### src/rtl/boot_loader_pkg.sv
// -----------------------------------------------------------------------------
// boot_pkg
// Items shared by the UART boot loader files:
//   - state_e  : FSM state encoding, which is also exported on state_o
//   - ACK_BYTE : byte sent to the host once the image is fully loaded
//   - ERR_BYTE : byte sent to the host when a load is rejected or aborted
//   - count_ok : checks a received word count against the memory depth
// -----------------------------------------------------------------------------
package boot_pkg;

  typedef enum logic [2:0] {
    ST_IDLE = 3'd0,
    ST_LOAD = 3'd1,
    ST_ACK  = 3'd2,
    ST_RUN  = 3'd3,
    ST_ERR  = 3'd4
  } state_e;

  localparam logic [7:0] ACK_BYTE = 8'hAA;
  localparam logic [7:0] ERR_BYTE = 8'hEE;

  // A word count is usable when it is non-zero and fits in instruction memory.
  function automatic logic count_ok(input logic [7:0] n, input int unsigned max_words);
    return (n != 8'd0) && (32'(n) <= max_words);
  endfunction

endpackage

### src/rtl/boot_loader_tx_sched.sv
// -----------------------------------------------------------------------------
// tx_sched
// One-entry pending buffer in front of the shared UART transmitter. The ACK,
// ERR and RUN paths all push bytes through this buffer.
//
// Ports:
//   clk, rst      : clock, asynchronous active-high reset
//   i_push        : request to queue i_push_data (one cycle)
//   i_push_data   : byte to queue
//   i_tx_busy     : transmitter busy
//   o_tx_data     : byte presented to the transmitter (holds the last byte sent)
//   o_tx_start    : one-cycle transmit request
//   o_drop        : pulses when a push is refused because the buffer is full
// -----------------------------------------------------------------------------
module tx_sched (
  input  logic       clk,
  input  logic       rst,
  input  logic       i_push,
  input  logic [7:0] i_push_data,
  input  logic       i_tx_busy,
  output logic [7:0] o_tx_data,
  output logic       o_tx_start,
  output logic       o_drop
);

  logic       r_full;
  logic [7:0] r_buf;
  logic [7:0] r_tx_data;
  logic       r_tx_start;
  logic       w_fire;

  // Launch only when the previous cycle held no request. That gap covers the
  // one cycle the transmitter needs before its busy flag rises.
  assign w_fire = r_full & ~i_tx_busy & ~r_tx_start;

  // A push that coincides with a launch refills the slot being drained.
  assign o_drop = i_push & r_full & ~w_fire;

  // NOTE: state registers use non-blocking assignments, so every branch below
  // reads the values from before this clock edge.
  always_ff @(posedge clk or posedge rst) begin
    if (rst) begin
      r_full     <= 1'b0;
      r_buf      <= 8'h00;
      r_tx_data  <= 8'h00;
      r_tx_start <= 1'b0;
    end else begin
      r_tx_start <= w_fire;
      if (w_fire) begin
        r_tx_data <= r_buf;
      end
      if (i_push && (!r_full || w_fire)) begin
        r_full <= 1'b1;
        r_buf  <= i_push_data;
      end else if (w_fire) begin
        r_full <= 1'b0;
      end
    end
  end

  assign o_tx_data  = r_tx_data;
  assign o_tx_start = r_tx_start;

endmodule

### src/rtl/boot_loader.sv
// -----------------------------------------------------------------------------
// boot_loader
// UART boot and console controller. A host sends a word count and then a
// little-endian program image. The controller writes the image into
// instruction memory while the core is held in reset. It then sends 0xAA to
// the host and releases the core. After that it forwards the low byte of each
// core output word to the transmitter. A bad count or a framing error sends
// 0xEE, and the block stays in ERR until reset.
//
// Ports:
//   clk, rst                      : clock, asynchronous active-high reset
//   rx_data, rx_ready, ferr       : UART receiver byte, strobe, framing error
//   imem_we, imem_addr, imem_wdata: instruction memory write port
//   core_rstn                     : core reset, active-low
//   out_word, out_valid           : core output word and strobe
//   tx_data, tx_start, tx_busy    : UART transmitter interface
//   state_o                       : current FSM state, for debug
//   ovf                           : sticky flag, an output byte was dropped
// -----------------------------------------------------------------------------
module boot_loader
  import boot_pkg::*;
#(
  parameter int CLK_PER_HALF_BIT = 5208,
  parameter int IMEM_WORDS       = 32,
  parameter int ADDR_W           = 5
) (
  input  logic              clk,
  input  logic              rst,
  input  logic [7:0]        rx_data,
  input  logic              rx_ready,
  input  logic              ferr,
  output logic              imem_we,
  output logic [ADDR_W-1:0] imem_addr,
  output logic [31:0]       imem_wdata,
  output logic              core_rstn,
  input  logic [31:0]       out_word,
  input  logic              out_valid,
  output logic [7:0]        tx_data,
  output logic              tx_start,
  input  logic              tx_busy,
  output logic [2:0]        state_o,
  output logic              ovf
);

  // The bit period belongs to the UART pair; it is checked here only so that
  // a bad configuration fails at elaboration.
  if (IMEM_WORDS < 1 || IMEM_WORDS > 256 || ADDR_W != $clog2(IMEM_WORDS) ||
      CLK_PER_HALF_BIT < 1) begin : g_bad_params
    $error("boot_loader: illegal parameter combination");
  end

  state_e            r_state;
  logic [ADDR_W-1:0] r_n_last;     // index of the final word (N-1)
  logic [ADDR_W-1:0] r_word_idx;   // word being assembled
  logic [1:0]        r_byte_idx;   // byte position inside the current word
  logic [23:0]       r_asm;        // bytes 0..2 of the current word
  logic              r_imem_we;
  logic [ADDR_W-1:0] r_imem_addr;
  logic [31:0]       r_imem_wdata;
  logic              r_core_rstn;
  logic              r_q_push;     // one-shot push of ACK/ERR byte
  logic [7:0]        r_q_data;
  logic              r_ovf;

  logic              w_push;
  logic [7:0]        w_push_data;
  logic              w_tx_start;
  logic              w_drop;
  logic [23:0]       w_unused_out_hi;

  assign w_unused_out_hi = out_word[31:8];

  // Only the low byte of a core output word is forwarded, and only in RUN.
  // The ACK/ERR one-shot cannot overlap RUN traffic: RUN is entered only
  // after the ACK byte has left the buffer.
  assign w_push      = r_q_push | ((r_state == ST_RUN) & out_valid);
  assign w_push_data = r_q_push ? r_q_data : out_word[7:0];

  tx_sched u_tx_sched (
    .clk         (clk),
    .rst         (rst),
    .i_push      (w_push),
    .i_push_data (w_push_data),
    .i_tx_busy   (tx_busy),
    .o_tx_data   (tx_data),
    .o_tx_start  (w_tx_start),
    .o_drop      (w_drop)
  );

  always_ff @(posedge clk or posedge rst) begin
    if (rst) begin
      r_state      <= ST_IDLE;
      r_n_last     <= '0;
      r_word_idx   <= '0;
      r_byte_idx   <= 2'd0;
      r_asm        <= 24'h0;
      r_imem_we    <= 1'b0;
      r_imem_addr  <= '0;
      r_imem_wdata <= 32'h0;
      r_core_rstn  <= 1'b0;
      r_q_push     <= 1'b0;
      r_q_data     <= 8'h00;
      r_ovf        <= 1'b0;
    end else begin
      // NOTE: strobes fall back to 0 every cycle and are raised only by the
      // branch that needs them, which keeps them exactly one cycle wide.
      r_imem_we <= 1'b0;
      r_q_push  <= 1'b0;

      if (w_drop) begin
        r_ovf <= 1'b1;
      end

      case (r_state)
        ST_IDLE: begin
          if (rx_ready) begin
            if (ferr || !count_ok(rx_data, IMEM_WORDS)) begin
              r_state  <= ST_ERR;
              r_q_push <= 1'b1;
              r_q_data <= ERR_BYTE;
            end else begin
              r_n_last   <= ADDR_W'(rx_data - 8'd1);
              r_word_idx <= '0;
              r_byte_idx <= 2'd0;
              r_state    <= ST_LOAD;
            end
          end
        end

        ST_LOAD: begin
          if (rx_ready) begin
            if (ferr) begin
              r_state  <= ST_ERR;
              r_q_push <= 1'b1;
              r_q_data <= ERR_BYTE;
            end else begin
              r_byte_idx <= r_byte_idx + 2'd1;
              if (r_byte_idx == 2'd3) begin
                r_imem_we    <= 1'b1;
                r_imem_addr  <= r_word_idx;
                r_imem_wdata <= {rx_data, r_asm};
                // The index stops at N-1, so the address never wraps.
                if (r_word_idx == r_n_last) begin
                  r_state  <= ST_ACK;
                  r_q_push <= 1'b1;
                  r_q_data <= ACK_BYTE;
                end else begin
                  r_word_idx <= r_word_idx + ADDR_W'(1);
                end
              end else begin
                r_asm[{r_byte_idx, 3'b000} +: 8] <= rx_data;
              end
            end
          end
        end

        ST_ACK: begin
          // The only byte in flight in ACK is 0xAA, so its launch releases
          // the core on the following cycle.
          if (w_tx_start) begin
            r_state     <= ST_RUN;
            r_core_rstn <= 1'b1;
          end
        end

        ST_RUN: begin
          // Received bytes are ignored. Core output is pushed combinationally.
        end

        ST_ERR: begin
          // Stays here until reset.
        end

        default: begin
          r_state <= ST_ERR;
        end
      endcase
    end
  end

  assign imem_we    = r_imem_we;
  assign imem_addr  = r_imem_addr;
  assign imem_wdata = r_imem_wdata;
  assign core_rstn  = r_core_rstn;
  assign tx_start   = w_tx_start;
  assign state_o    = r_state;
  assign ovf        = r_ovf;

endmodule

### config.mk
export PLATFORM = sky130hd
export DESIGN_NAME = boot_loader
export DESIGN_NICKNAME = d
export VERILOG_FILES = /design/src/rtl/boot_loader_pkg.sv /design/src/rtl/boot_loader_tx_sched.sv /design/src/rtl/boot_loader.sv
export SDC_FILE = /design/constraint.sdc
export NUM_CORES = 1
export LEC_CHECK = 0
export CAP_MARGIN = 0
export CORE_MARGIN = 8
export CORE_UTILIZATION = 50
export DETAILED_ROUTE_END_ITERATION = 8
export PLACE_DENSITY_LB_ADDON = 0.1
export SLEW_MARGIN = 30
export SYNTH_ARGS = -nofsm -noshare
export SYNTH_HDL_FRONTEND = slang
export SYNTH_SLANG_ARGS = --single-unit
### constraint.sdc
create_clock -name clk -period 5 [get_ports clk]
set_clock_uncertainty 0.2 [all_clocks]
set_input_delay 1.25 -clock clk [delete_from_list [all_inputs] [get_ports clk]]
set_output_delay 1.25 -clock clk [all_outputs]
set_load 0.01 [all_outputs]
==> summary.txt <==
Clock Sink Count = 100
Netlist cell types = 39
status = finished, final reports clean
via count = 3088
Yosys top cell area share = 0.584
Commonest cells post-synth = nand2_1 (145), dfrtp_1 (100), o21ai_0 (43)
Post-CTS Hold Buffers = 0
crit-path max FO = 24
dpl cell area = 5090 µm²
Internal = 1.36 mW
Placed Instances = 581
warnings from Yosys = 0
first-pass GRT wire length = 15400 µm
clk buf depth = 2
RSZ-0062 raised after global routing = false
hpwl dp = 6290 µm
total congestion overflow = 0
Crit-path slowest cell = clkdlybuf4s50_1
Row Count = 33
Top Family by Delay on Critical Path = simple AND/OR/NAND/NOR gates
CP peak stage delay = 0.54 ns
asr flop ratio synth = 1.00
TritonCTS Buffers = 9
critical-path cell list = clkdlybuf4s50_1 -> nor4b_4 -> nand3_2 -> buf_4 -> mux2_2
Critical Path RT = 5.04 ns
Rel. slew slack = 0.356
Yosys top cell by area = dfrtp_1
Tmin final = 3.43 ns
largest net degree at the start of global routing = 46
critical path class = in2reg
Flop pwr share = 0.509
antenna violations before repair = 0
Final Hold Viols = 0
share of post-route cells with drive strength above 1 = 0.0955
fmax = 292 MHz
CTS tree = yes
Hold EP = imem_wdata[18]
First-pass DRT Iterations = 5
HP Class = reg2reg
Worst-Margin Slew = 0.964 ns
core area = 8260 µm²
top cells by area, synth = dfrtp_1 (58%), nand2_1 (13%), o21ai_0 (5.0%)
clk_lat worst skew = 0.35 ns
Routed WL = 8930 µm
area delta synth->final = 23.8%
Post-DRT Antenna Nets = 0
Primary FF master, synth = dfrtp_1
syn_nets = 471
PwrDens = 366 nW/µm²
max-cap violation count = 0
sw frac = 0.298
# H-tree levels = 3
sequential-to-total area share from yosys stat = 0.584
die area = 11800 µm²
design area = 5300 µm²
register bit count reported by yosys = 100
Die Wd = 109 µm
Final Util = 0.642
Initial Util = 0.518
Remaining DRCs = 0
Crit path buffers/inverters = 2
top-count cell post-synth = nand2_1
final hold slack = 0.271 ns
routability congestion estimate from global placement = 0.802
Startpoint Class = input pin
Layout Cells excl Fill = 597
Worst Hold Depth = 2
power share of the clock group = 0.281
combinational power share = 0.210
Post-synth EDFFs = 0
Worst EP arrival = 3.47 ns
Initial DRC Count = 129
Tot Pwr = 1.94 mW
Max rail drop VDD = 230 µV
CTS Root Cell = clkbuf_8
GRT Util Overall = 0.162
Mapped Area = 4280 µm²
post-CTS setup buffers = 0
path depth of the worst reg2reg path = 4
Die Height = 109 µm
RR Startpoint = state_o[1]
Inserted Diodes = 0
post-route setup slack = 1.57 ns
Crit. End Element = register
fin. max-slew vios = 0
Tcrit/Tclk final = 0.686
final setup fails = 0
pre-CTS setup slack = 1.16 ns
Worst R2R Setup Slack = 2.45 ns
Boundary Pins = 98
Clock transition at path regs = 0.10 ns
DR WL/cell = 15.0 µm
via-per-instance ratio = 5.17
Hold Crit Start = r_asm[18]
Cells after Synth = 418
Leak = 2.46 nW
# port buffers = 73
Critical R2R Capture = imem_addr[4]
vias in the first global route = 3123
Syn Area/Cell = 10.2 µm²
net switching power = 579 µW
Post-CTS Resized = 0
setup TNS = 0 ns
final net count = 540
## flip-flops by register name (all words and copies together), names as in the netlist
name                   cells
imem_wdata                32
r_asm                     24
u_tx_sched.o_tx_data       8
u_tx_sched.r_buf           8
imem_addr                  5
r_n_last                   5
r_word_idx                 5
state_o                    3
r_byte_idx                 2
r_q_data                   2
core_rstn                  1
imem_we                    1
ovf                        1
r_q_push                   1
u_tx_sched.o_tx_start      1
u_tx_sched.r_full          1
## per-layer routing
| layer | up-vias | global-route usage | share of wire |
|---|---|---|---|
| li1 | 1524 | - | - |
| met1 | 1492 | 0.207 | 0.45 |
| met2 | 66 | 0.266 | 0.49 |
| met3 | 6 | 0.0393 | 0.052 |
| met4 | 0 | 0.0459 | 0.0071 |
| met5 | - | 0 | 0 |
## cell usage in the layout, fill, tap and decap left out, drive strengths merged, types with 2 or more instances in the layout
cell type	instances
a41oi	3
dfrtp	100
ha	7
nor2	5
mux2	18
nor4b	3
mux2i	10
a31oi	3
inv	15
xor2	5
o21ai	47
nor3b	5
nor3	5
clkbuf	10
nand3	6
a21oi	4
a21o	2
xnor2	2
buf	4
clkdlybuf4s50	73
nand2b	5
nand4b	3
nand2	145
## power by group through the flow
stage	combinational, mW	sequential, mW	clock, mW
finish	0.407	0.989	0.546
CTS	0.415	0.990	0.559
global placement	0.403	1.00	0
global route	0.465	1.01	0.592
detailed placement	0.412	1.00	0
floorplan	0.250	0.993	0
## logic make-up (layout without fill, tap and decap cells)
family,count (synthesis),in the layout,synth area share
AOI/OAI and AO/OA,66,66,0.0909
xor gates and xnor gates,7,7,0.0143
adders and majority gates,7,7,0.0205
buffers and inverters,30,104,0.0307
DFF,100,100,0.584
muxes,28,28,0.0707
and+or+nand+nor,180,180,0.188
## worst max-delay path by stage
stage	startpoint	to	slack, ns	cells past startpoint
2_1_floorplan	rst	core_rstn	0.93	1
3_3_place_gp	ferr	imem_addr[2]	1.19	5
3_5_place_dp	ferr	imem_addr[4]	1.16	5
4_1_cts	ferr	imem_addr[3]	1.56	5
5_1_grt	ferr	imem_wdata[21]	1.39	6
6_report	ferr	imem_addr[4]	1.57	5
## final cells by class
class	instances	area, µm²
inverter	11	43.8
fill	703	2960
sequential	100	2500
multi-input combinational	288	1650
clock inverter	6	76.3
tap	105	131
clock buffer	10	138
timing repair buffer	77	761
## worst register-to-register path: stages (launching register included)
cell,delay [ns]
dfrtp_1,0.54
nor4b_4,0.55
nand3_2,0.46
buf_4,0.40
mux2_2,0.31
No activity file was read; power rests on OpenSTA's default activity.
